**src/rtl/opstream_pkg.sv**
```systemverilog
// -----------------------------------------------------------------------------
// opstream_pkg
//
// Shared definitions for the operand stream memory:
//   state_t    - stream controller states (idle, streaming, draining)
//   BEATCNT_W  - width of the optional transferred-beat counter
//   sat_inc()  - saturating increment used by that counter
// -----------------------------------------------------------------------------
package opstream_pkg;

    typedef enum logic [1:0] {
        ST_IDLE  = 2'd0,
        ST_RUN   = 2'd1,
        ST_DRAIN = 2'd2
    } state_t;

    localparam int BEATCNT_W = 16;

    // Increment that sticks at all-ones instead of rolling over to zero.
    function automatic logic [BEATCNT_W-1:0] sat_inc(input logic [BEATCNT_W-1:0] value);
        return (&value) ? value : value + BEATCNT_W'(1);
    endfunction

endpackage : opstream_pkg

```
**src/rtl/opstream_ram.sv**
```systemverilog
// -----------------------------------------------------------------------------
// opstream_ram
//
// Operand-pair storage: DEPTH entries of {a, b}, each 2*WIDTH bits wide.
// One synchronous write port and one combinational (asynchronous) read port.
// Holds storage only; sequencing lives in operand_stream_mem.
//
// Ports:
//   clk    in   rising-edge clock for the write port
//   we     in   write enable
//   waddr  in   write address
//   wdata  in   write data {a, b}
//   raddr  in   read address
//   rdata  out  read data {a, b}, valid in the same cycle as raddr
// -----------------------------------------------------------------------------
module opstream_ram #(
    parameter int WIDTH = 32,
    parameter int DEPTH = 8,
    localparam int AW   = $clog2(DEPTH)
) (
    input  logic                 clk,
    input  logic                 we,
    input  logic [AW-1:0]        waddr,
    input  logic [2*WIDTH-1:0]   wdata,
    input  logic [AW-1:0]        raddr,
    output logic [2*WIDTH-1:0]   rdata
);

    logic [2*WIDTH-1:0] mem [DEPTH];

    // NOTE: the array has no reset branch on purpose: host-loaded operands must
    // survive a reset, and leaving storage unreset lets it map onto RAM cells.
    always_ff @(posedge clk) begin
        if (we) begin
            mem[waddr] <= wdata;
        end
    end

    assign rdata = mem[raddr];

endmodule : opstream_ram

```
**src/rtl/operand_stream_mem.sv**
```systemverilog
// -----------------------------------------------------------------------------
// operand_stream_mem
//
// Writable operand-pair memory that streams (a, b) pairs into the FP multiplier
// datapath over a valid/ready handshake. The host loads entries while idle,
// then a start pulse streams `len` entries (optionally wrapping until stop).
//
// Optional feature (compile-time macro OPSTREAM_BEATCNT_EN):
//   adds output beat_cnt, a saturating count of transferred beats that clears
//   on an accepted start and holds after done.
//
// Parameters:
//   WIDTH  bits per operand (a and b each)
//   DEPTH  number of operand-pair entries, power of two and >= 2
//   AW     address width, derived from DEPTH
//
// Ports:
//   clk        in   rising-edge clock
//   reset_n    in   asynchronous active-low reset
//   wr_en      in   memory write strobe (honoured in IDLE only)
//   wr_addr    in   write address
//   wr_a       in   operand a write data
//   wr_b       in   operand b write data
//   start      in   start pulse (honoured in IDLE only)
//   len        in   entries to stream, 0..DEPTH
//   wrap_en    in   restart at entry 0 after len entries until stop
//   stop       in   request to end the stream
//   out_valid  out  output pair valid
//   out_ready  in   consumer ready
//   out_a      out  operand a
//   out_b      out  operand b
//   out_idx    out  entry index of the presented pair
//   busy       out  high while streaming or draining
//   done       out  one-cycle pulse when a stream completes
//   beat_cnt   out  transferred-beat count (only with OPSTREAM_BEATCNT_EN)
// -----------------------------------------------------------------------------
module operand_stream_mem
    import opstream_pkg::*;
#(
    parameter int WIDTH = 32,
    parameter int DEPTH = 8,
    localparam int AW   = $clog2(DEPTH)
) (
    input  logic                  clk,
    input  logic                  reset_n,
    input  logic                  wr_en,
    input  logic [AW-1:0]         wr_addr,
    input  logic [WIDTH-1:0]      wr_a,
    input  logic [WIDTH-1:0]      wr_b,
    input  logic                  start,
    input  logic [AW:0]           len,
    input  logic                  wrap_en,
    input  logic                  stop,
    output logic                  out_valid,
    input  logic                  out_ready,
    output logic [WIDTH-1:0]      out_a,
    output logic [WIDTH-1:0]      out_b,
    output logic [AW-1:0]         out_idx,
    output logic                  busy,
    output logic                  done
`ifdef OPSTREAM_BEATCNT_EN
    ,
    output logic [BEATCNT_W-1:0]  beat_cnt
`endif
);

    // -------------------------------------------------------------------------
    // Controller state
    // -------------------------------------------------------------------------
    state_t             state;
    logic [AW-1:0]      ptr;        // next entry to load into the output register
    logic [AW:0]        len_q;      // run length latched at start
    logic               wrap_q;     // wrap mode latched at start

    logic               mem_we;
    logic [2*WIDTH-1:0] rd_data;
    logic               load;       // output register takes mem[ptr] this cycle
    logic               xfer;       // a beat leaves on this edge
    logic               last;       // ptr addresses the final entry of the run

    // Writes only land while idle so the contents never change under a stream.
    assign mem_we = wr_en && (state == ST_IDLE);

    // The output register refills whenever it is empty or being emptied, which
    // gives one beat per cycle with out_ready held high and holds the pair
    // stable while the consumer stalls.
    assign load = (state == ST_RUN) && (!out_valid || out_ready);
    assign xfer = out_valid && out_ready;
    assign last = ({1'b0, ptr} == (len_q - (AW+1)'(1)));

    // -------------------------------------------------------------------------
    // Storage
    // -------------------------------------------------------------------------
    opstream_ram #(
        .WIDTH (WIDTH),
        .DEPTH (DEPTH)
    ) u_ram (
        .clk   (clk),
        .we    (mem_we),
        .waddr (wr_addr),
        .wdata ({wr_a, wr_b}),
        .raddr (ptr),
        .rdata (rd_data)
    );

    // -------------------------------------------------------------------------
    // Stream FSM with registered outputs
    // -------------------------------------------------------------------------
    // NOTE: every register here is assigned with <= so all of them update from
    // the same pre-edge values; a blocking = would let later statements see
    // half-updated state and the result would depend on statement order.
    always_ff @(posedge clk or negedge reset_n) begin
        if (!reset_n) begin
            state     <= ST_IDLE;
            ptr       <= '0;
            len_q     <= '0;
            wrap_q    <= 1'b0;
            out_valid <= 1'b0;
            out_a     <= '0;
            out_b     <= '0;
            out_idx   <= '0;
            busy      <= 1'b0;
            done      <= 1'b0;
        end else begin
            // done is a single-cycle pulse unless a branch below raises it.
            done <= 1'b0;

            unique case (state)
                ST_IDLE: begin
                    if (start) begin
                        len_q  <= len;
                        wrap_q <= wrap_en;
                        ptr    <= '0;
                        if (len == '0) begin
                            // Empty run: nothing to stream, complete at once.
                            done <= 1'b1;
                        end else begin
                            state <= ST_RUN;
                            busy  <= 1'b1;
                        end
                    end
                end

                ST_RUN: begin
                    if (load) begin
                        out_a     <= rd_data[2*WIDTH-1:WIDTH];
                        out_b     <= rd_data[WIDTH-1:0];
                        out_idx   <= ptr;
                        out_valid <= 1'b1;
                        if (last) begin
                            if (wrap_q) begin
                                ptr <= '0;
                            end else begin
                                state <= ST_DRAIN;
                            end
                        end else begin
                            ptr <= ptr + AW'(1);
                        end
                    end
                    // A stop coinciding with a load lets that load finish; the
                    // freshly loaded pair is then drained like any other.
                    if (stop) begin
                        state <= ST_DRAIN;
                    end
                end

                ST_DRAIN: begin
                    // Wait for the pair still in the output register to leave.
                    if (!out_valid || out_ready) begin
                        out_valid <= 1'b0;
                        done      <= 1'b1;
                        busy      <= 1'b0;
                        state     <= ST_IDLE;
                    end
                end

                default: begin
                    state     <= ST_IDLE;
                    out_valid <= 1'b0;
                    busy      <= 1'b0;
                end
            endcase
        end
    end

    // -------------------------------------------------------------------------
    // Optional transferred-beat counter
    // -------------------------------------------------------------------------
`ifdef OPSTREAM_BEATCNT_EN
    always_ff @(posedge clk or negedge reset_n) begin
        if (!reset_n) begin
            beat_cnt <= '0;
        end else if ((state == ST_IDLE) && start) begin
            // Transfers never occur in IDLE, so clearing here cannot drop a beat.
            beat_cnt <= '0;
        end else if (xfer) begin
            beat_cnt <= sat_inc(beat_cnt);
        end
    end
`else
    // Without the counter the transfer strobe has no consumer.
    logic unused_xfer;
    assign unused_xfer = xfer;
`endif

endmodule : operand_stream_mem

```
**config.mk**
```make
export PLATFORM = sky130hd
export DESIGN_NAME = operand_stream_mem
export DESIGN_NICKNAME = d
export VERILOG_FILES = /design/src/rtl/opstream_pkg.sv /design/src/rtl/opstream_ram.sv /design/src/rtl/operand_stream_mem.sv
export SDC_FILE = /design/constraint.sdc
export NUM_CORES = 1
export LEC_CHECK = 0
export BUFFER_PORTS_ARGS = -buffer_cell sky130_fd_sc_hd__buf_2
export CORE_MARGIN = 8
export CORE_UTILIZATION = 45
export DETAILED_ROUTE_END_ITERATION = 6
export GPL_ROUTABILITY_DRIVEN = 0
export HOLD_SLACK_MARGIN = 0.1
export PLACE_DENSITY = 0.68
export SLEW_MARGIN = 20
export SYNTH_ARGS = -nofsm -noshare
export SYNTH_HDL_FRONTEND = slang
export SYNTH_HIERARCHICAL = 1
export SYNTH_SLANG_ARGS = --single-unit
```
**constraint.sdc**
```tcl
create_clock -name clk -period 10.9 [get_ports clk]
set_clock_uncertainty 0.15 [all_clocks]
set_input_delay 0.545 -clock clk [delete_from_list [all_inputs] [get_ports clk]]
set_output_delay 0.545 -clock clk [all_outputs]
set_load 0.01 [all_outputs]
```
==> results of run 1 <==
[sequential cells by signal (all words and copies together), names as in the netlist]
register / count
state: 2
wrap_q: 1
out_idx: 3
out_valid: 1
len_q: 4
done: 1
ptr: 3
busy: 1
u_ram/mem: 512
out_b: 32
out_a: 32
[synthesized netlist by cell type (2+ instances only)]
master and count:
buf_6 11, o21ai_1 3, xnor2_1 2, o21ai_0 3, mux2_2 104, ha_1 2, buf_2 20, nor3_1 5
mux2_1 29, edfxtp_1 512, inv_1 4, buf_4 3, nand3b_1 3, dfrtp_1 80, mux4_2 128, nand2b_1 5
clkbuf_1 11, and2_1 2, nand2_1 9, nor2_1 10, a21oi_1 3
[where the power goes]
group          switching, uW  internal (uW)  total [uW]
logic                    677            772        1450
clock network            810           1140        1950
registers                162           2710        2870
[cell families (layout without fill, tap and decap cells)]
family / Yosys count / in the layout
AND/OR/NAND/NOR: 41 / 41
XOR/XNOR: 3 / 3
multiplexers: 262 / 262
other: 0 / 3
buffers and inverters: 49 / 356
flip-flops: 592 / 592
adder cells (fa/ha/maj): 2 / 2
AO/OA/AOI/OAI: 17 / 17
[metal layers]
metal	GRT usage, %	routed length (um)	up-vias
li1	-	-	4525
met1	22.0	19700	5602
met2	26.7	22500	274
met3	3.42	2630	71
met4	4.05	869	2
met5	0	16	-
[worst min-delay path by stage]
stage	startpoint	end	slack [ps]	cells after the start
after floorplan	reset_n	busy$_DFFE_PN0P_	100	0
after global placement	out_a[18]$_DFFE_PN0P_	out_a[18]$_DFFE_PN0P_	320	1
after detailed placement	out_a[13]$_DFFE_PN0P_	out_a[13]$_DFFE_PN0P_	320	1
after CTS	out_a[12]$_DFFE_PN0P_	out_a[12]$_DFFE_PN0P_	340	1
final	out_a[19]$_DFFE_PN0P_	out_a[19]$_DFFE_PN0P_	330	1
after global routing	out_b[5]$_DFFE_PN0P_	out_b[5]$_DFFE_PN0P_	360	1
[worst register-to-register path, delay by kind of cell, from the launching register on]
| kind | cells | cell delay, ps |
|---|---|---|
| buffers and inverters | 2 | 1620 |
| DFF | 1 | 410 |
| muxes | 3 | 1060 |
[area by class of cell]
cell class	instances	area (um2)	share of cell area, %
inverters	4	15.0	0.0564
multi-input cells	325	4850	18.2
clock inverters	25	262	0.982
flip-flops and latches	592	17400	65.3
clock buffers	83	1610	6.03
repair buffers	244	1660	6.22
diodes	3	7.51	0.0282
well taps	672	841	3.16
[through the flow]
step	setup WS (ps)	area, um2	util (%)	hold slack (ps)
2_1_floorplan	4920	22500	-	99.4
3_3_place_gp	7500	24000	48.2	315
3_5_place_dp	7450	24000	48.2	321
4_1_cts	7420	26600	53.5	336
5_1_grt	7370	26600	53.5	358
6_report	7540	26600	53.5	332
[what timing repair did]
item | 4_1_cts | 5_1_grt
hold buffers | 74 | 0
setup buffers | 0 | 0
gates resized for setup | 0 | 0
endpoints found under the setup margin | 0 | 0
endpoints found under the hold margin | 556 | 0
==> flow_metrics.env, run 1 <==
export IMPL_mostFrequentLayoutCell="edfxtp_1"
export IMPL_endpoint_kind="flop"
export IMPL_portBuffers=147
export IMPL_synth_compound_area_share_pct=0.546
export IMPL_clockBufferDepth=3
export IMPL_tritoncts="built"
export IMPL_ant_nets=0
export IMPL_dr_first_iter_drc_count=797
export IMPL_antenna_found_initial=3
export IMPL_die_area_mm2=0.0573
export IMPL_synth_warnings=6
export IMPL_vias=10500
export IMPL_async_flop_share_pct=13.5
export IMPL_pin_count=148
export IMPL_crit_reg2reg_capture="out_b[21]$_DFFE_PN0P_"
export IMPL_drt_vias_per_instance=5.38
export IMPL_setup_viol=0
export IMPL_core_area_mm2=0.0498
export IMPL_overflow=0
export IMPL_critPathArrivalTime_ps=3690
export IMPL_cts_sinks=592
export IMPL_p_leak_uw=0.00886
export IMPL_numCtsBuffers=57
export IMPL_die_height_um=239
export IMPL_period_share_pct=30.8
export IMPL_p_per_area_mw_per_mm2=235
export IMPL_critical_path_buf_inv_count=2
export IMPL_tightestPinTransition_ps=1070
export IMPL_routedWlPerCell_um=23.5
export IMPL_ys_seq_area_share_pct=77.3
export IMPL_hold_viol=0
export IMPL_grt_pass1_vias=11200
export IMPL_critical_path_max_stage_delay_ps=830
export IMPL_final_cell_mix="edfxtp_1 (512), buf_2 (146), mux4_2 (128)"
export IMPL_grt_usage_pct=16.2
export IMPL_yosys_area_share_adder_pct=0.111
export IMPL_synth_simple_gate_area_share_pct=0.964
export IMPL_hpwl_um=23600
export IMPL_synth_top_cell_by_area="edfxtp_1"
export IMPL_fmax_mhz=298
export IMPL_firstDrtPassIters=5
export IMPL_clk_pin_slew_worst_paths_ps=60
export IMPL_ys_flop_type="edfxtp_1"
export IMPL_hold_class="flop to flop"
export IMPL_synth_top_family_by_area="multiplexers"
export IMPL_total_power_uw=6270
export IMPL_peakVddDrop_mv=0.131
export IMPL_synth_top_area_share_pct=68.4
export IMPL_avgSynthCellArea_um2=23.3
export IMPL_synth_area_leaders="edfxtp_1 (68%), mux4_2 (13%), dfrtp_1 (8.9%)"
export IMPL_synthCells=966
export IMPL_synth_xor_area_share_pct=0.117
export IMPL_grt_pass1_wl_um=69900
export IMPL_crit_path_frequent_cell="buf_4"
export IMPL_syn_num_nets=1046
export IMPL_root_buffer="clkbuf_16"
export IMPL_nNetsFinal=1304
export IMPL_crit_end="out_b[21]$_DFFE_PN0P_"
export IMPL_finalWirelength_um=45700
export IMPL_crit_cells=5
export IMPL_fillCellCount=3789
export IMPL_r2r_slack_ps=7540
export IMPL_h_tree_depth=2
export IMPL_synthMuxAreaShare_pct=19.6
export IMPL_grt_max_degree=75
export IMPL_synth_edff_count=512
export IMPL_crit_required_ps=11230
export IMPL_crit_start="ptr[2]$_DFFE_PN0P_"
export IMPL_synth_cell_types=38
export IMPL_row_count=82
export IMPL_syn2layout_area_growth_pct=18.5
export IMPL_layout_drive_gt1_share_pct=39.1
export IMPL_ys_ff_latch=592
export IMPL_path_max_fanout=74
export IMPL_drv_slew=0
export IMPL_rsz0062_at_grt="no"
export IMPL_rr_worst_depth=5
export IMPL_crit_type="flop to flop"
export IMPL_rr_startpoint="ptr[2]$_DFFE_PN0P_"
export IMPL_max_slew_margin_pct=28.3
export IMPL_finalCriticalPeriod_ps=3360
export IMPL_startpoint_type="flop"
export IMPL_start_util_pct=45.1
export IMPL_critPathSlowestCell="buf_4"
export IMPL_setup_tns_ps=0
export IMPL_placed_cells_incl_taps=1763
export IMPL_outcome="finished, final reports clean"
export IMPL_final_cells=1948
export IMPL_crit_chain="buf_4 -> buf_4 -> mux4_2 -> mux2_2 -> mux2_1"
export IMPL_die_w_um=239
export IMPL_clock_latency_ps=600
export IMPL_maxCapViolCount=0
export IMPL_drc=0
export IMPL_synthesis_area_mm2=0.0225
export IMPL_cp_top_family="buffers and inverters"
No activity file was read; power rests on OpenSTA's default activity.
==> inputs of run 2 (changes only) <==
--- a/config.mk
+++ b/config.mk
@@ -5,13 +5,14 @@
 export SDC_FILE = /design/constraint.sdc
 export NUM_CORES = 1
 export LEC_CHECK = 0
+export ABC_AREA = 1
 export BUFFER_PORTS_ARGS = -buffer_cell sky130_fd_sc_hd__buf_2
 export CORE_MARGIN = 8
 export CORE_UTILIZATION = 45
 export DETAILED_ROUTE_END_ITERATION = 6
 export GPL_ROUTABILITY_DRIVEN = 0
 export HOLD_SLACK_MARGIN = 0.1
-export PLACE_DENSITY = 0.68
+export PLACE_DENSITY = 0.7
 export SLEW_MARGIN = 20
 export SYNTH_ARGS = -nofsm -noshare
 export SYNTH_HDL_FRONTEND = slang
==> constraint.sdc (replaced) <==
create_clock -name clk -period 2.71 [get_ports clk]
set_clock_uncertainty 0.15 [all_clocks]
set_input_delay 0.1355 -clock clk [delete_from_list [all_inputs] [get_ports clk]]
set_output_delay 0.1355 -clock clk [all_outputs]
set_load 0.01 [all_outputs]
==> run 2 against run 1 <==
Die area rose by 13%. Register-to-register slack got worse by 7200 ps. Wire length is 27% higher. Via count increased by 66%. Non-clock buffer count grew 29. Utilization decreased by 0.11 points. Worst hold slack lost 150 ps. Clock power grew to 4.0 times the previous value. Clock-buffer cell count is 14 lower. Area after synthesis up 14%. Flip-flop and latch count did not move. Setup slack worse by 7200 ps.
==> flow_metrics.env, run 2 <==
export IMPL_drt_vias_per_instance=4.77
export IMPL_setup_viol=0
export IMPL_dr_first_iter_drc_count=1222
export IMPL_critPathArrivalTime_ps=2790
export IMPL_die_w_um=255
export IMPL_p_switching_uw=8060
export IMPL_maxCapViolCount=0
export IMPL_synth_common_cells="nand2_1 (1061), inv_1 (533), edfxtp_1 (512)"
export IMPL_crit_chain="nor2_1 -> inv_1 -> nor2_1 -> buf_4 -> nand2_1 -> dlygate4sd3_1 -> o21ai_0 -> dlygate4sd3_1"
export IMPL_clock_latency_ps=630
export IMPL_root_buffer="clkbuf_16"
export IMPL_seq_power_share_pct=44.2
export IMPL_finalCriticalPeriod_ps=2390
export IMPL_synth_top_cell_by_area="edfxtp_1"
export IMPL_cp_top_family="buffers and inverters"
export IMPL_ys_flop_type="edfxtp_1"
export IMPL_grt_pass1_wl_um=92100
export IMPL_cts_sinks=592
export IMPL_crit_required_ps=3110
export IMPL_grt_max_degree=159
export IMPL_die_area_mm2=0.0650
export IMPL_cts_resized=0
export IMPL_start_util_pct=45.6
export IMPL_crit_reg2reg_capture="len_q[3]$_DFFE_PN0P_"
export IMPL_hold_path_depth=2
export IMPL_synth_warnings=6
export IMPL_clockBufferDepth=3
export IMPL_outcome="finished, final reports clean"
export IMPL_synth_top_area_share_pct=59.8
export IMPL_ant_nets=0
export IMPL_tightestPinTransition_ps=827
export IMPL_avgSynthCellArea_um2=9.81
export IMPL_synthCells=2621
export IMPL_critical_path_buf_inv_count=4
export IMPL_critPathSlowestCell="dlygate4sd3_1"
export IMPL_ys_ff_latch=592
export IMPL_final_cells=3653
export IMPL_cts_hold_buf=91
export IMPL_numCtsBuffers=60
export IMPL_total_power_uw=25300
export IMPL_pin_count=148
export IMPL_hold_start="wr_b[18]"
export IMPL_syn2layout_area_growth_pct=17.1
export IMPL_ys_seq_area_share_pct=67.6
export IMPL_largest_reg_flops=512
export IMPL_fillCellCount=4832
export IMPL_synth_cell_types=22
export IMPL_mostFrequentLayoutCell="nand2_1"
export IMPL_synth_area_leaders="edfxtp_1 (60%), nand2_1 (15%), dfrtp_1 (7.8%)"
export IMPL_hpwl_um=33300
export IMPL_hold_end="u_ram/mem[4][18]$_DFFE_PP_"
export IMPL_path_max_fanout=11
export IMPL_row_count=87
export IMPL_combPwrFrac_pct=24.7
export IMPL_grt_usage_pct=17.8
export IMPL_fmax_mhz=418
export IMPL_placed_cells_incl_taps=3446
export IMPL_startpoint_type="flop"
export IMPL_p_per_area_mw_per_mm2=839
export IMPL_clk_pin_slew_worst_paths_ps=60
export IMPL_post_cts_repair_setup_buffers=0
export IMPL_critical_path_max_stage_delay_ps=590
export IMPL_tritoncts="built"
export IMPL_max_slew_margin_pct=44.9
export IMPL_synthesis_area_mm2=0.0257
export IMPL_switching_share_pct=31.9
export IMPL_antenna_found_initial=5
export IMPL_rr_worst_depth=8
export IMPL_vias=17400
export IMPL_drv_slew=0
export IMPL_core_area_mm2=0.0564
export IMPL_h_tree_depth=2
export IMPL_nNetsFinal=2923
export IMPL_largest_register="u_ram/mem"
export IMPL_async_flop_share_pct=13.5
export IMPL_peakVddDrop_mv=0.575
export IMPL_p_leak_uw=0.0141
export IMPL_rsz0062_at_grt="no"
export IMPL_finalWirelength_um=58100
export IMPL_routedWlPerCell_um=15.9
export IMPL_rr_startpoint="state[1]$_DFFE_PN0P_"
export IMPL_hold_class="input port to flop"
export IMPL_hold_viol=0
export IMPL_grt_pass1_vias=17700
export IMPL_drc=0
export IMPL_r2r_slack_ps=320
export IMPL_portBuffers=147
export IMPL_layout_drive_gt1_share_pct=10.6
export IMPL_top_regs="u_ram/mem (512), out_a (32), out_b (32)"
export IMPL_synth_edff_count=512
export IMPL_die_height_um=255
export IMPL_synth_most_common_cell="nand2_1"
export IMPL_period_share_pct=88.3
export IMPL_layout_setup_ws_ps=317
export IMPL_p_clk_share_pct=31.0
export IMPL_syn_num_nets=2701
export IMPL_endpoint_kind="flop"
export IMPL_pre_cts_slack_ps=396
export IMPL_internal_power_uw=17200
export IMPL_final_cell_mix="nand2_1 (1061), inv_1 (532), edfxtp_1 (512)"
export IMPL_firstDrtPassIters=5
export IMPL_crit_type="flop to flop"
export IMPL_overflow=0
==> run 2: cell types whose count changed in the layout (fill, tap and decap cells not counted), moves of 14 or more <==
cell and delta:
buf_12 +24, clkinv_2 +14, dlygate4sd3_1 +16, inv_1 +528, mux2_1 -29, mux2_2 -104
mux4_2 -128, nand2_1 +1052, nand3_1 +263, nor2_1 +14
==> run 2: kinds of logic after synthesis <==
logic type	share of synthesized area [%]
fa+ha+maj	0.0973
compound gates	0.219
buf+inv	10.7
flops	67.6
xor+xnor	0.0341
simple gates	21.4
==> run 2: layer usage <==
layer / wire [um] / part of all wire, % / GRT usage (%) / vias up
met2: 28400 / 49 / 30.3 / 530
li1: - / - / - / 8544
met3: 3960 / 6.8 / 3.37 / 77
met1: 24700 / 43 / 22.9 / 8257
met5: 25 / 0.043 / 0 / -
met4: 1040 / 1.8 / 5.28 / 4
==> run 2: how the worst max path moves through the flow <==
stage                               from                    endpoint  slack [ps]  depth (start not counted)
floorplan           state[1]$_DFFE_PN0P_   u_ram/mem[1][0]$_DFFE_PP_        -400                          5
global placement    state[1]$_DFFE_PN0P_  u_ram/mem[0][29]$_DFFE_PP_         430                          6
detailed placement  state[1]$_DFFE_PN0P_  u_ram/mem[0][29]$_DFFE_PP_         400                          6
CTS                 state[1]$_DFFE_PN0P_        len_q[0]$_DFFE_PN0P_         360                          8
global route        state[1]$_DFFE_PN0P_        len_q[3]$_DFFE_PN0P_         220                          8
finish              state[1]$_DFFE_PN0P_        len_q[3]$_DFFE_PN0P_         320                          8
==> run 2: area by class of cell <==
type                            count  area [um2]  area share (%)
Tap cell                          756         946            3.14
Timing Repair Buffer              273        2210            7.34
Sequential cell                   592       17400            57.7
Inverter                          538        2030            6.73
Multi-Input combinational cell   1378        5650            18.8
Antenna cell                        3        7.51          0.0249
Clock inverter                     44         340            1.13
Clock buffer                       69        1550            5.13
==> run 2: per-stage QoR <==
| stage | utilization, % | setup TNS [ps] | hold slack [ps] | instance area (um2) |
|---|---|---|---|---|
| 3_3_place_gp | 48.4 | 0 | 4.47 | 27300 |
| 4_1_cts | 53.4 | 0 | 147 | 30100 |
| 6_report | 53.4 | 0 | 179 | 30100 |
| 3_5_place_dp | 48.4 | 0 | 12.6 | 27300 |
| 5_1_grt | 53.4 | 0 | 170 | 30100 |
| 2_1_floorplan | - | -201490 | -310 | 25700 |
==> run 2: worst register-to-register path, delay by kind of cell, from the launching register on <==
| kind | cells | cell delay [ps] |
|---|---|---|
| and+or+nand+nor | 3 | 260 |
| AOI/OAI and AO/OA | 1 | 90 |
| DFF | 1 | 450 |
| buffers and inverters | 4 | 1380 |
==> run 2: power groups by stage <==
stage | Clock (uW) | Combinational, uW | Sequential, uW
2_1_floorplan | 0 | 4010 | 11500
3_3_place_gp | 0 | 5940 | 11300
3_5_place_dp | 0 | 6080 | 11400
4_1_cts | 8020 | 6310 | 11200
5_1_grt | 8370 | 7070 | 11300
6_report | 7840 | 6240 | 11200
==> inputs of run 3 (changes only) <==
--- a/config.mk
+++ b/config.mk
@@ -5,16 +5,14 @@
 export SDC_FILE = /design/constraint.sdc
 export NUM_CORES = 1
 export LEC_CHECK = 0
-export ABC_AREA = 1
 export BUFFER_PORTS_ARGS = -buffer_cell sky130_fd_sc_hd__buf_2
 export CORE_MARGIN = 8
 export CORE_UTILIZATION = 45
 export DETAILED_ROUTE_END_ITERATION = 6
 export GPL_ROUTABILITY_DRIVEN = 0
 export HOLD_SLACK_MARGIN = 0.1
-export PLACE_DENSITY = 0.7
+export PLACE_DENSITY = 0.71
 export SLEW_MARGIN = 20
 export SYNTH_ARGS = -nofsm -noshare
 export SYNTH_HDL_FRONTEND = slang
-export SYNTH_HIERARCHICAL = 1
 export SYNTH_SLANG_ARGS = --single-unit
==> run 3 against run 2 <==
Critical path depth stayed put. Sequential power hardly changed. Cell area is 11% lower. Global-route usage is 1.7 points lower. First-iteration DRC count is 29% lower. Synthesized cell count is 60% lower. Utilization is 1.4 points higher. Area after synthesis is 14% lower. Non-clock buffer count is 9 lower. Clock power is 3.3% lower.
==> flow_metrics.env, run 3 <==
export IMPL_crit_required_ps=3030
export IMPL_vias=10700
export IMPL_mostFrequentLayoutCell="edfxtp_1"
export IMPL_layout_drive_gt1_share_pct=30.3
export IMPL_ant_nets=0
export IMPL_syn2layout_area_growth_pct=20.6
export IMPL_ys_ff_latch=592
export IMPL_tightestPinTransition_ps=728
export IMPL_synth_edff_count=512
export IMPL_clk_pin_slew_worst_paths_ps=60
export IMPL_largest_reg_flops=512
export IMPL_hpwl_um=25200
export IMPL_grt_max_degree=69
export IMPL_synthCells=1039
export IMPL_final_cell_mix="edfxtp_1 (512), buf_2 (146), mux4_2 (128)"
export IMPL_grt_pass1_wl_um=70000
export IMPL_critPathArrivalTime_ps=2910
export IMPL_async_flop_share_pct=13.5
export IMPL_grt_usage_pct=16.1
export IMPL_cts_sinks=592
export IMPL_core_area_mm2=0.0487
export IMPL_synth_area_leaders="edfxtp_1 (69%), mux4_2 (13%), dfrtp_1 (9.0%)"
export IMPL_pre_cts_slack_ps=449
export IMPL_synth_top_cell_by_area="edfxtp_1"
export IMPL_synth_top_area_share_pct=69.3
export IMPL_drc=0
export IMPL_die_w_um=238
export IMPL_grt_pass1_vias=11400
export IMPL_synth_cell_types=36
export IMPL_avgSynthCellArea_um2=21.3
export IMPL_row_count=81
export IMPL_synth_most_common_cell="edfxtp_1"
export IMPL_synthesis_area_mm2=0.0222
export IMPL_finalWirelength_um=45100
export IMPL_drv_slew=0
export IMPL_path_max_fanout=5
export IMPL_fmax_mhz=386
export IMPL_root_buffer="clkbuf_16"
export IMPL_rsz0062_at_grt="no"
export IMPL_clockBufferDepth=3
export IMPL_max_slew_margin_pct=51.5
export IMPL_endpoint_kind="flop"
export IMPL_crit_type="flop to flop"
export IMPL_outcome="finished, final reports clean"
export IMPL_numCtsBuffers=56
export IMPL_top_regs="u_ram.mem (512), out_a (32), out_b (32)"
export IMPL_tritoncts="built"
export IMPL_clock_latency_ps=590
export IMPL_p_leak_uw=0.00900
export IMPL_startpoint_type="flop"
export IMPL_drt_vias_per_instance=5.28
export IMPL_hold_viol=0
export IMPL_pin_count=148
export IMPL_overflow=0
export IMPL_period_share_pct=95.6
export IMPL_synth_warnings=0
export IMPL_hold_class="input port to flop"
export IMPL_layout_setup_ws_ps=120
export IMPL_firstDrtPassIters=5
export IMPL_nNetsFinal=1386
export IMPL_dr_first_iter_drc_count=864
export IMPL_die_height_um=238
export IMPL_peakVddDrop_mv=0.553
export IMPL_p_per_area_mw_per_mm2=915
export IMPL_routedWlPerCell_um=22.3
export IMPL_die_area_mm2=0.0566
export IMPL_antenna_found_initial=5
export IMPL_h_tree_depth=2
export IMPL_maxCapViolCount=0
export IMPL_largest_register="u_ram.mem"
export IMPL_start_util_pct=45.5
export IMPL_setup_viol=0
export IMPL_ys_seq_area_share_pct=78.4
export IMPL_synth_common_cells="edfxtp_1 (512), mux4_2 (128), dfrtp_1 (80)"
export IMPL_syn_num_nets=1119
export IMPL_setup_tns_ps=0
export IMPL_finalCriticalPeriod_ps=2590
export IMPL_portBuffers=147
export IMPL_ys_flop_type="edfxtp_1"
==> run 3: cell families after synthesis <==
group	after synthesis	synth area share [%]
xor gates and xnor gates	3	0.119
AOI/OAI and AO/OA	82	2.04
buffers and inverters	59	1.16
and+or+nand+nor	103	2.00
adders and majority gates	2	0.113
muxes	198	16.2
DFF	592	78.4
==> run 3: power breakdown <==
part	switching [uW]	internal, uW	leakage (uW)
registers	519	10800	0.00561
clock network	3240	4340	0.000895
logic	2890	2640	0.00249
total	6650	17800	0.00900
==> run 3: stage by stage <==
| step | hold slack [ps] | power (uW) | cells | util [%] | cell area [um2] |
|---|---|---|---|---|---|
| after floorplan | -310 | 15100 | 1039 | - | 22200 |
| after global placement | 89.5 | 16900 | 1824 | 49.3 | 24000 |
| after detailed placement | 96.3 | 17000 | 1824 | 49.3 | 24000 |
| after CTS | 180 | 24800 | 2015 | 54.8 | 26700 |
| after global routing | 197 | 25600 | 2017 | 54.8 | 26700 |
| final | 201 | 24500 | 2018 | 54.8 | 26700 |
==> run 3: worst paths after layout <==
check | cells after the start | slack, ps | endpoint | startpoint
min in group asynchronous | 4 | 570 | out_b[25]$_DFFE_PN0P_ | reset_n
setup reg to reg | 8 | 120 | state[0]$_DFFE_PN0P_ | len_q[0]$_DFFE_PN0P_
setup / recovery | 8 | 120 | state[0]$_DFFE_PN0P_ | len_q[0]$_DFFE_PN0P_
hold reg to reg | 2 | 330 | out_b[24]$_DFFE_PN0P_ | out_b[24]$_DFFE_PN0P_
hold / removal | 2 | 200 | u_ram.mem[4][44]$_DFFE_PP_ | wr_a[12]
max in group asynchronous | 4 | 1510 | out_a[21]$_DFFE_PN0P_ | reset_n
==> run 3: final cells by class <==
class	count	area, um2
Inverter	4	15.0
Clock inverter	22	170
Multi-Input combinational cell	388	4620
Antenna cell	2	5.00
Sequential cell	592	17400
Timing Repair Buffer	264	2080
Tap cell	664	831
Clock buffer	82	1620
Fill cell	3682	22000
==> run 3: repair_timing <==
| action | CTS | global route |
|---|---|---|
| resized for setup | 0 | 0 |
| hold endpoints to repair | 733 | 0 |
| hold buffers | 87 | 0 |
| setup endpoints to repair | 0 | 1 |
| setup buffers | 0 | 1 |
==> run 3: layer usage <==
| layer | global-route usage (%) | vias to the layer above | wire length, um |
|---|---|---|---|
| met4 | 4.81 | 6 | 967 |
| met1 | 22.5 | 5544 | 20100 |
| met2 | 25.5 | 284 | 21500 |
| li1 | - | 4757 | - |
| met3 | 3.35 | 73 | 2540 |
| met5 | 0 | - | 28 |
==> run 3: worst max-delay path: stages, from the launching register on <==
cell	delay, ps
dfrtp_1	390
inv_1	80
ha_1	210
xor2_1	160
or4b_4	510
a21boi_4	220
a211o_1	150
o21ai_1	50
dlygate4sd3_1	560
